**config.mk**
```make
export PLATFORM = sky130hd
export DESIGN_NAME = guess_round_ctrl
export DESIGN_NICKNAME = d
export VERILOG_FILES = /design/src/rtl/guess_pkg.sv /design/src/rtl/guess_secret_gen.sv /design/src/rtl/guess_round_ctrl.sv
export SDC_FILE = /design/constraint.sdc
export NUM_CORES = 1
export LEC_CHECK = 0
export BUFFER_PORTS_ARGS = -buffer_cell sky130_fd_sc_hd__buf_2
export CAP_MARGIN = 30
export CORE_MARGIN = 5
export CORE_UTILIZATION = 40
export CTS_CLUSTER_DIAMETER = 120
export DETAILED_ROUTE_END_ITERATION = 8
export HOLD_SLACK_MARGIN = 0.02
export SKIP_LAST_GASP = 1
export SLEW_MARGIN = 20
export SYNTH_ARGS = -nofsm -noshare
export SYNTH_HDL_FRONTEND = slang
export SYNTH_SLANG_ARGS = --single-unit
```
**constraint.sdc**
```tcl
create_clock -name clk -period 3 [get_ports clk]
set_clock_uncertainty 0.1 [all_clocks]
set_input_delay 0.15 -clock clk [delete_from_list [all_inputs] [get_ports clk]]
set_output_delay 0.15 -clock clk [all_outputs]
set_load 0.01 [all_outputs]
```
**src/rtl/guess_pkg.sv**
```systemverilog
// rtl/guess_pkg.sv - shared encodings for the guess-number round sequencer
package guess_pkg;

    // Phase codes are also driven out to the display mux, so keep them stable.
    typedef enum logic [2:0] {
        PH_IDLE       = 3'd0,
        PH_GEN        = 3'd1,
        PH_SET_SECRET = 3'd2,
        PH_GUESS      = 3'd3,
        PH_COMPARE    = 3'd4,
        PH_RESULT     = 3'd5,
        PH_DONE       = 3'd6
    } phase_e;

    localparam logic [3:0] KEY_ENTER = 4'hA;
    localparam logic [3:0] KEY_BACK  = 4'hB;
    localparam logic [3:0] KEY_NEW   = 4'hC;
    localparam logic [3:0] BLANK     = 4'hF;
    localparam logic [7:0] LFSR_SEED = 8'hA5;

    function automatic logic is_digit(input logic [3:0] code);
        return code <= 4'd9;
    endfunction

endpackage

```
**src/rtl/guess_secret_gen.sv**
```systemverilog
// rtl/guess_secret_gen.sv - LFSR-driven generator of a secret with distinct decimal digits
module guess_secret_gen
    import guess_pkg::*;
#(
    parameter int NUM_DIGITS = 4
) (
    input  logic                    clk,
    input  logic                    rst,
    input  logic                    start,
    output logic                    gen_done,
    output logic [4*NUM_DIGITS-1:0] secret
);

    logic [7:0]              lfsr_q, lfsr_d;
    logic                    busy_q, busy_d;
    logic                    done_q, done_d;
    logic [2:0]              cnt_q, cnt_d;
    logic [15:0]             used_q, used_d;
    logic [4*NUM_DIGITS-1:0] buf_q, buf_d;
    logic [3:0]              nib;

    assign nib      = lfsr_q[3:0];
    assign gen_done = done_q;
    assign secret   = buf_q;

    // LFSR steps every cycle; while busy, accept each fresh decimal nibble into the next slot.
    always_comb begin
        lfsr_d = {lfsr_q[6:0], lfsr_q[7] ^ lfsr_q[5] ^ lfsr_q[4] ^ lfsr_q[3]};
        busy_d = busy_q;
        done_d = 1'b0;
        cnt_d  = cnt_q;
        used_d = used_q;
        buf_d  = buf_q;
        if (start) begin
            // A restart abandons any fill in progress, including one finishing this cycle.
            busy_d = 1'b1;
            cnt_d  = 3'd0;
            used_d = '0;
            buf_d  = '1;
        end else if (busy_q && is_digit(nib) && !used_q[nib]) begin
            used_d[nib] = 1'b1;
            for (int i = 0; i < NUM_DIGITS; i++) begin
                if (3'(i) == cnt_q) buf_d[4*(NUM_DIGITS-1-i) +: 4] = nib;
            end
            cnt_d = cnt_q + 3'd1;
            if (cnt_q == 3'(NUM_DIGITS - 1)) begin
                busy_d = 1'b0;
                done_d = 1'b1;
            end
        end
    end

    // Generator state registers; the LFSR never sees zero because it starts from a nonzero seed.
    always_ff @(posedge clk or negedge rst) begin
        if (!rst) begin
            lfsr_q <= LFSR_SEED;
            busy_q <= 1'b0;
            done_q <= 1'b0;
            cnt_q  <= 3'd0;
            used_q <= '0;
            buf_q  <= '1;
        end else begin
            lfsr_q <= lfsr_d;
            busy_q <= busy_d;
            done_q <= done_d;
            cnt_q  <= cnt_d;
            used_q <= used_d;
            buf_q  <= buf_d;
        end
    end

endmodule

```
**src/rtl/guess_round_ctrl.sv**
```systemverilog
// rtl/guess_round_ctrl.sv - round sequencer: key entry, compare, attempt count, win/loss
module guess_round_ctrl
    import guess_pkg::*;
#(
    parameter int NUM_DIGITS    = 4,
    parameter int MAX_TRIES     = 10,
    parameter int REVEAL_CYCLES = 25_000_000
) (
    input  logic                    clk,
    input  logic                    rst,
    input  logic                    key_valid,
    input  logic [3:0]              key_code,
    input  logic                    setter_mode,
    input  logic [2:0]              match_a,
    input  logic [2:0]              match_b,
    output logic [4*NUM_DIGITS-1:0] secret_o,
    output logic [4*NUM_DIGITS-1:0] guess_o,
    output logic [2:0]              entry_cnt,
    output logic [2:0]              phase,
    output logic [2:0]              res_a,
    output logic [2:0]              res_b,
    output logic                    cmp_valid,
    output logic [3:0]              tries,
    output logic                    win,
    output logic                    lose,
    output logic                    err
);

    localparam int BW = 4 * NUM_DIGITS;
    localparam int RW = (REVEAL_CYCLES > 1) ? $clog2(REVEAL_CYCLES) : 1;
    localparam logic [RW-1:0] REVEAL_LAST = RW'(REVEAL_CYCLES - 1);
    localparam logic [2:0]    FULL        = 3'(NUM_DIGITS);
    localparam logic [3:0]    LAST_TRY    = 4'(MAX_TRIES);

    phase_e          state_q, state_d;
    logic [BW-1:0]   secret_q, secret_d;
    logic [BW-1:0]   guess_q, guess_d;
    logic [2:0]      cnt_q, cnt_d;
    logic [2:0]      res_a_q, res_a_d;
    logic [2:0]      res_b_q, res_b_d;
    logic            cmp_valid_q, cmp_valid_d;
    logic [3:0]      tries_q, tries_d;
    logic            win_q, win_d;
    logic            lose_q, lose_d;
    logic            err_q, err_d;
    logic [RW-1:0]   reveal_q, reveal_d;

    logic            key_new;
    logic            dup;
    logic            gen_start;
    logic            gen_done;
    logic [BW-1:0]   gen_secret;

    assign key_new   = key_valid && (key_code == KEY_NEW);
    assign gen_start = key_new && !setter_mode;

    guess_secret_gen #(
        .NUM_DIGITS (NUM_DIGITS)
    ) u_gen (
        .clk      (clk),
        .rst      (rst),
        .start    (gen_start),
        .gen_done (gen_done),
        .secret   (gen_secret)
    );

    // Blank nibbles are 4'hF and can never equal a digit, so scanning the whole buffer is safe.
    always_comb begin
        dup = 1'b0;
        for (int i = 0; i < NUM_DIGITS; i++) begin
            if (guess_q[4*i +: 4] == key_code) dup = 1'b1;
        end
    end

    // Next-state logic: new game overrides everything, otherwise the phase decides.
    always_comb begin
        state_d     = state_q;
        secret_d    = secret_q;
        guess_d     = guess_q;
        cnt_d       = cnt_q;
        res_a_d     = res_a_q;
        res_b_d     = res_b_q;
        cmp_valid_d = 1'b0;
        tries_d     = tries_q;
        win_d       = win_q;
        lose_d      = lose_q;
        err_d       = 1'b0;
        reveal_d    = reveal_q;
        if (key_new) begin
            state_d  = setter_mode ? PH_SET_SECRET : PH_GEN;
            secret_d = '1;
            guess_d  = '1;
            cnt_d    = 3'd0;
            res_a_d  = 3'd0;
            res_b_d  = 3'd0;
            tries_d  = 4'd0;
            win_d    = 1'b0;
            lose_d   = 1'b0;
        end else begin
            unique case (state_q)
                PH_GEN: begin
                    if (gen_done) begin
                        secret_d = gen_secret;
                        state_d  = PH_GUESS;
                    end
                end
                PH_SET_SECRET, PH_GUESS: begin
                    if (key_valid) begin
                        if (is_digit(key_code)) begin
                            if (cnt_q == FULL || dup) begin
                                err_d = 1'b1;
                            end else begin
                                for (int i = 0; i < NUM_DIGITS; i++) begin
                                    if (3'(i) == cnt_q) guess_d[4*(NUM_DIGITS-1-i) +: 4] = key_code;
                                end
                                cnt_d = cnt_q + 3'd1;
                            end
                        end else if (key_code == KEY_BACK) begin
                            if (cnt_q == 3'd0) begin
                                err_d = 1'b1;
                            end else begin
                                for (int i = 0; i < NUM_DIGITS; i++) begin
                                    if (3'(i) + 3'd1 == cnt_q) guess_d[4*(NUM_DIGITS-1-i) +: 4] = BLANK;
                                end
                                cnt_d = cnt_q - 3'd1;
                            end
                        end else if (key_code == KEY_ENTER) begin
                            if (cnt_q != FULL) begin
                                err_d = 1'b1;
                            end else if (state_q == PH_SET_SECRET) begin
                                secret_d = guess_q;
                                guess_d  = '1;
                                cnt_d    = 3'd0;
                                state_d  = PH_GUESS;
                            end else begin
                                state_d = PH_COMPARE;
                            end
                        end
                    end
                end
                PH_COMPARE: begin
                    // Match is combinational on the held buffers, so its result is valid here.
                    res_a_d     = match_a;
                    res_b_d     = match_b;
                    cmp_valid_d = 1'b1;
                    tries_d     = tries_q + 4'd1;
                    if (match_a == FULL) begin
                        win_d   = 1'b1;
                        state_d = PH_DONE;
                    end else if (tries_q + 4'd1 == LAST_TRY) begin
                        lose_d  = 1'b1;
                        state_d = PH_DONE;
                    end else begin
                        reveal_d = '0;
                        state_d  = PH_RESULT;
                    end
                end
                PH_RESULT: begin
                    if (reveal_q == REVEAL_LAST) begin
                        guess_d = '1;
                        cnt_d   = 3'd0;
                        state_d = PH_GUESS;
                    end else begin
                        reveal_d = reveal_q + 1'b1;
                    end
                end
                default: begin
                end
            endcase
        end
    end

    // All round state and the registered outputs, cleared together so reset leaves no residue.
    always_ff @(posedge clk or negedge rst) begin
        if (!rst) begin
            state_q     <= PH_IDLE;
            secret_q    <= '1;
            guess_q     <= '1;
            cnt_q       <= 3'd0;
            res_a_q     <= 3'd0;
            res_b_q     <= 3'd0;
            cmp_valid_q <= 1'b0;
            tries_q     <= 4'd0;
            win_q       <= 1'b0;
            lose_q      <= 1'b0;
            err_q       <= 1'b0;
            reveal_q    <= '0;
        end else begin
            state_q     <= state_d;
            secret_q    <= secret_d;
            guess_q     <= guess_d;
            cnt_q       <= cnt_d;
            res_a_q     <= res_a_d;
            res_b_q     <= res_b_d;
            cmp_valid_q <= cmp_valid_d;
            tries_q     <= tries_d;
            win_q       <= win_d;
            lose_q      <= lose_d;
            err_q       <= err_d;
            reveal_q    <= reveal_d;
        end
    end

    assign secret_o  = secret_q;
    assign guess_o   = guess_q;
    assign entry_cnt = cnt_q;
    assign phase     = state_q;
    assign res_a     = res_a_q;
    assign res_b     = res_b_q;
    assign cmp_valid = cmp_valid_q;
    assign tries     = tries_q;
    assign win       = win_q;
    assign lose      = lose_q;
    assign err       = err_q;

endmodule

```
# ---- After elaboration in Yosys (flattened, before gate mapping)
# Cells that the tools add are included.
# Widths: inputs -> output; s select.
dict set report totals {
  inputBits 14
  out_inout_bits 52
  ff_bits 122
}
dict set report op_classes {
  addsub 5
  n_eq_ne 50
  n_mux 104
  n_reduce_logical 39
  magnitude_cmp 4
  n_bitwise 5
}
# operator n
set ops {}
lappend ops {{$mux 16} 22}
lappend ops {{$mux 25} 3}
lappend ops {{$mux 3} 25}
lappend ops {{$pmux 16 s2} 2}
lappend ops {{$mux 4} 14}
lappend ops {{$pmux 25 s2} 1}
lappend ops {{$ne 5x5->1 const B} 8}
lappend ops {{$reduce_and 10->1} 4}
lappend ops {{$mux 1} 30}
lappend ops {{$add 25x1->25 const B} 1}
lappend ops {{$eq 25x25->1 const B} 1}
lappend ops {{$ne 3x3->1 const B} 8}
lappend ops {{$reduce_and 8->1} 3}
lappend ops {{$ne 4x4->1 const B} 5}
lappend ops {{$reduce_bool 2->1} 10}
lappend ops {{$eq 4x4->1} 4}
lappend ops {{$eq 4x4->1 const B} 4}
lappend ops {{$or 16x16->16} 1}
lappend ops {{$eq 2x3->1 const A} 4}
lappend ops {{$eq 3x3->1 const B} 4}
lappend ops {{$pmux 3 s4} 1}
lappend ops {{$reduce_and 2->1} 6}
lappend ops {{$eq 3x2->1 const B} 3}
lappend ops {{$le 4x4->1 const B} 2}
lappend ops {{other kinds (25)} 41}

# ---- Logic depth before layout (Yosys ltp)
dict set report logic_depth {
  ltp_word 11
  ltp_mapped 9
  mapped_depth_nobuf 8
}

# ---- Cells and area by module
# Synthesis repeated with hierarchy kept, for this count alone.
dict set report hier_totals {
  hier_cells 637
  area_unflattened_um2 6209.7
}
# mod instances seq_area_each_um2 cells_per_inst area_per_inst_um2
set modules_own_cells {}
lappend modules_own_cells {guess_round_ctrl 1 1966.9 487 4486.8}
lappend modules_own_cells {guess_secret_gen 1 1001.0 150 1722.9}

# ---- Least setup slack after synthesis
# Ideal clock, no wire load.
dict set report synth_path {
  path_type {register to register}
  startpoint {reg reveal_q[15]}
  endpoint {reg guess_q[12] (netlist: guess_o[12])}
  required_ns 2.815
  path_slack_ns 0.554
  path_buffers 0
  path_stages_with_launch 7
  arrival_ns 2.262
  period_less_slack_ns 2.446
  cell_sequence {dfrtp_1 > or4b_1 > or4_4 > nor3_2 > nor3_2 > nor4_4 > mux2_1}
}
dict set report synth_between {
  elab_chain_cells 3
}
# item line_no
set synth_rtl {}
lappend synth_rtl {{start: declaration} guess_round_ctrl.sv:46} ;# logic [RW-1:0] reveal_q, reveal_d;
lappend synth_rtl {{start signal: assignment} guess_round_ctrl.sv:200} ;# reveal_q <= reveal_d;
lappend synth_rtl {{$eq 25x25->1} guess_round_ctrl.sv:159} ;# if (reveal_q == REVEAL_LAST) begin
lappend synth_rtl {{$ne 3x3->1 (no source line)} n/a}
lappend synth_rtl {{$reduce_and 10->1 (no source line)} n/a}
lappend synth_rtl {{end signal: assignment} guess_round_ctrl.sv:191} ;# guess_q <= guess_d;
lappend synth_rtl {{end: declaration} guess_round_ctrl.sv:37} ;# logic [BW-1:0] guess_q, guess_d;
# Every way passes these cells.
# A chain may end at the register's enable or synchronous reset.

# ---- Worst setup path in the final report
dict set report layout_path {
  startpoint {reg cnt_q[0] (netlist: entry_cnt[0])}
  endpoint {reg guess_q[12] (netlist: guess_o[12])}
}
dict set report layout_between {
  elab_chain_cells 4
}
# item line_no
set layout_rtl {}
lappend layout_rtl {{start: declaration} guess_round_ctrl.sv:38} ;# logic [2:0] cnt_q, cnt_d;
lappend layout_rtl {{start signal: assignment} guess_round_ctrl.sv:192} ;# cnt_q <= cnt_d;
lappend layout_rtl {{$eq 3x3->1} guess_round_ctrl.sv:110} ;# if (cnt_q == FULL || dup) begin
lappend layout_rtl {{$logic_or 1x1->1} guess_round_ctrl.sv:110}
lappend layout_rtl {{$ne 4x4->1 (no source line)} n/a}
lappend layout_rtl {{$reduce_and 10->1 (no source line) (*)} n/a}
# Mark *: on every way between the ends. The rest lies on a longest branch, timed or not.

==> Flow_metrics.wiki <==
{| class="wikitable"
! Metric !! Value
|-
| Status || finished clean
|-
| Area of the multi-input gates || 0.00290 mm²
|-
| Yosys warning count || 0
|-
| Routed wire length || 14.8 mm
|-
| Setup repair after global routing missed its margin || no
|-
| Count of maximum capacitance violations || 0
|-
| Slew Viols, Final || 0
|-
| Final Critical Period || 2.83 ns
|-
| Antenna Nets Post-Route || 0
|-
| Hpwl dp || 10.3 mm
|-
| Grt ovf || 0
|-
| Most used DFF post-synth || sky130_fd_sc_hd__dfrtp_1
|-
| Crit. Startpoint || entry_cnt[0]
|-
| Setup TNS || 0 ns
|-
| P&R area growth vs syn || 20.0%
|-
| Synth Area per Inst || 9.78 µm²
|-
| Fin. Hold Viols || 0
|-
| Cell chain of the critical path || inv_1 > ha_1 > nand2_1 > o41ai_1 > nor4_1 > o22ai_2 > nor4_4 > mux2_1
|-
| Initial Util || 0.404
|-
| Register Area || 0.00297 mm²
|-
| Setup violation total in the final timing report || 0
|-
| Wire per inst || 16.5 µm
|-
| Total die area || 0.0178 mm²
|-
| Ant diodes || 0
|-
| Number of DRC markers in iteration 0 || 274
|-
| Launching element type of the critical path || flip-flop
|-
| Number of ports placed on the die boundary || 66
|-
| Root buffer cell || sky130_fd_sc_hd__clkbuf_16
|-
| Post-Synthesis Cells || 624
|-
| Largest driver fanout on the critical path || 5
|-
| Clock latency at the later pin of the worst-skew pair || 0.41 ns
|-
| Share of layout cells above drive strength 1 || 0.290
|-
| Count of flip-flops with a built-in enable after synthesis || 0
|-
| Antenna violations before repair || 0
|-
| Peak supply drop || 0.453 mV
|-
| Total CTS buffers || 17
|-
| Async set-reset flop share out of synthesis || 1.00
|-
| Category of the most critical setup path || flip-flop to flip-flop
|-
| Number of rows created at floorplan || 45
|-
| Largest net degree at the start of global routing || 50
|-
| CP max stage delay || 0.46 ns
|-
| Overall die width || 133 µm
|-
| Max Root-Sink Buffers || 2
|-
| Number of detailed-routing iterations run before antenna repair || 5
|-
| Flip-flop and latch count after synthesis || 116
|-
| All-layer global routing usage || 0.172
|-
| Number of cells on the worst reg-to-reg path || 8
|-
| Leakage Power || 3.22 nW
|-
| Start point of the worst min-delay path || setter_mode
|-
| Vias per std cell || 5.50
|-
| Data required time of the worst path || 3.23 ns
|-
| Critical path capture point type || flip-flop
|-
| Gp weighted congestion || 0.809
|-
| Mapped Area || 0.00610 mm²
|-
| Buffers on Ports || 65
|-
| Syn nets || 652
|-
| Critical register-to-register path startpoint || entry_cnt[0]
|-
| DRC violation count after routing || 0
|-
| Worst hold path type || primary input to flip-flop
|-
| Slowest stage cell, crit path || sky130_fd_sc_hd__nor4_1
|-
| Cells on Worst Hold Path || 4
|-
| Sequential element share of the synthesized area || 0.487
|-
| Number of distinct library cells after synthesis || 65
|-
| Transition at the pin with the smallest max-transition slack || 0.688 ns
|-
| CTS H-tree depth || 4
|-
| Number of fill cells || 1433
|-
| Vias in the first global route || 4827
|-
| Buffers inserted by post-CTS timing repair || 0
|-
| CTS clock-pin slew for the worst setup and hold paths || 0.05 ns
|-
| Final period utilization || 0.942
|-
| Hold WS || 0.122 ns
|-
| CTS Sinks || 116
|-
| Via count || 4942
|-
| Core Region || 0.0151 mm²
|-
| Wire length of the first global-routing pass || 24.7 mm
|-
| Maximum achievable frequency || 354 MHz
|-
| Power per cell area || 963 mW/mm²
|-
| Final net count || 725
|-
| Height of the chip || 133 µm
|-
| TritonCTS clock tree || yes
|-
| Slew margin rel. || 0.541
|-
| Crit path arrival time || 3.06 ns
|}
## final cells by class
| class | count | area share |
|---|---|---|
| well taps | 188 | 0.0321 |
| multi-input cells | 451 | 0.396 |
| clock buffers | 18 | 0.0616 |
| flip-flops and latches | 116 | 0.406 |
| inverters | 19 | 0.00975 |
| clock inverters | 14 | 0.0200 |
| repair buffers | 92 | 0.0752 |
## layer usage
metal | wire [µm] | vias up | GRT usage
li1 | - | 2376 | -
met1 | 6830 | 2439 | 0.227
met2 | 7280 | 114 | 0.278
met3 | 535 | 13 | 0.0393
met4 | 172 | 0 | 0.0623
met5 | 0 | - | 0
## layout by cell type (no fill, tap or decap), drive strengths merged, types with 3 or more instances in the layout
cell / Yosys / routed
nand2: 97 / 97
buf: 11 / 84
dfrtp: 64 / 64
dfstp: 52 / 52
a21oi: 41 / 41
nor2: 35 / 35
nand3: 31 / 31
o21ai: 27 / 27
inv: 19 / 24
xor2: 19 / 19
a31oi: 19 / 19
clkbuf: 27 / 18
a21o: 17 / 17
mux2: 16 / 16
o31ai: 15 / 15
ha: 14 / 14
or4: 13 / 13
nand4: 9 / 9
or3: 9 / 9
nor3: 9 / 9
nand2b: 8 / 8
dlygate4sd3: 0 / 8
nor2b: 7 / 7
nor4: 7 / 7
xnor2: 6 / 6
o22ai: 5 / 5
clkinv: 0 / 5
nor3b: 4 / 4
mux2i: 4 / 4
and3: 4 / 4
or2: 4 / 4
a221o: 3 / 3
o211ai: 3 / 3
## stage by stage
stage	utilization	instances	cell area, µm²	setup slack [ns]	power [mW]
after floorplan	-	624	6100	0.554	4.24
after CTS	0.485	898	7320	0.139	7.13
final	0.485	898	7320	0.173	7.05
after global routing	0.485	898	7320	0.00428	7.51
after detailed placement	0.440	858	6640	0.141	5.07
after global placement	0.440	858	6640	0.259	4.99
## repair_timing
action                                 CTS  global route
hold buffers                             8             0
endpoints found under the hold margin   46             0
gates resized for setup                  0             0
setup endpoints to repair                0             0
## flip-flops by register name, indices dropped and copies added, names as in the netlist, 4 cells and up
register and flops:
reveal_q 25, guess_o 16, tries 4, u_gen.lfsr_q 8, u_gen.used_q 10, u_gen.secret 16
secret_o 16
## kinds of logic after synthesis
| kind of cell | count (synthesis) | synth area share |
|---|---|---|
| compound gates | 142 | 0.154 |
| xor+xnor | 25 | 0.0359 |
| fa+ha+maj | 14 | 0.0287 |
| buf+inv | 57 | 0.0398 |
| flops | 116 | 0.487 |
| mux | 22 | 0.0435 |
| simple gates | 248 | 0.212 |
## synth_stat cells, types with 7 or more instances
cell type,number,area (µm²)
sky130_fd_sc_hd__dfrtp_1,64,1600
sky130_fd_sc_hd__dfstp_2,52,1370
sky130_fd_sc_hd__clkbuf_1,27,101
sky130_fd_sc_hd__nand2b_1,8,50.1
sky130_fd_sc_hd__a21oi_1,32,160
sky130_fd_sc_hd__buf_2,8,40.0
sky130_fd_sc_hd__nor2_1,35,131
sky130_fd_sc_hd__nand3_1,31,155
sky130_fd_sc_hd__a21oi_2,9,78.8
sky130_fd_sc_hd__or4_1,12,90.1
sky130_fd_sc_hd__mux2_2,8,90.1
sky130_fd_sc_hd__a21o_1,17,128
sky130_fd_sc_hd__inv_1,19,71.3
sky130_fd_sc_hd__o21ai_0,21,105
sky130_fd_sc_hd__a31oi_1,19,119
sky130_fd_sc_hd__or3_1,8,50.1
sky130_fd_sc_hd__ha_1,14,175
sky130_fd_sc_hd__nand2_1,97,364
sky130_fd_sc_hd__xor2_1,19,166
sky130_fd_sc_hd__nor2b_1,7,43.8
sky130_fd_sc_hd__nand4_1,8,50.1
sky130_fd_sc_hd__mux2_1,8,90.1
sky130_fd_sc_hd__o31ai_1,15,113
## power breakdown
part	internal [mW]	switching, mW
clock network	1.28	0.734
logic	0.992	1.33
registers	2.29	0.425
total	4.56	2.48
## critical path: cells and delay by family (launching register included)
family          cells  cell delay [ns]
compound gates      2             0.41
fa+ha+maj           1             0.27
buf+inv             1             0.12
flops               1             0.40
mux                 1             0.37
simple gates        3             1.09
## path summary, 6_finish.rpt
path	to	slack, ns
worst min-delay path	u_gen.used_q[9]	0.12
worst min register to register	u_gen.lfsr_q[7]	0.26
max in group asynchronous	u_gen.secret[11]	1.71
min in group asynchronous	tries[2]	0.20
worst max-delay path	guess_o[12]	0.17
worst max register to register	guess_o[12]	0.17
Power figures use the tool's default switching activity.
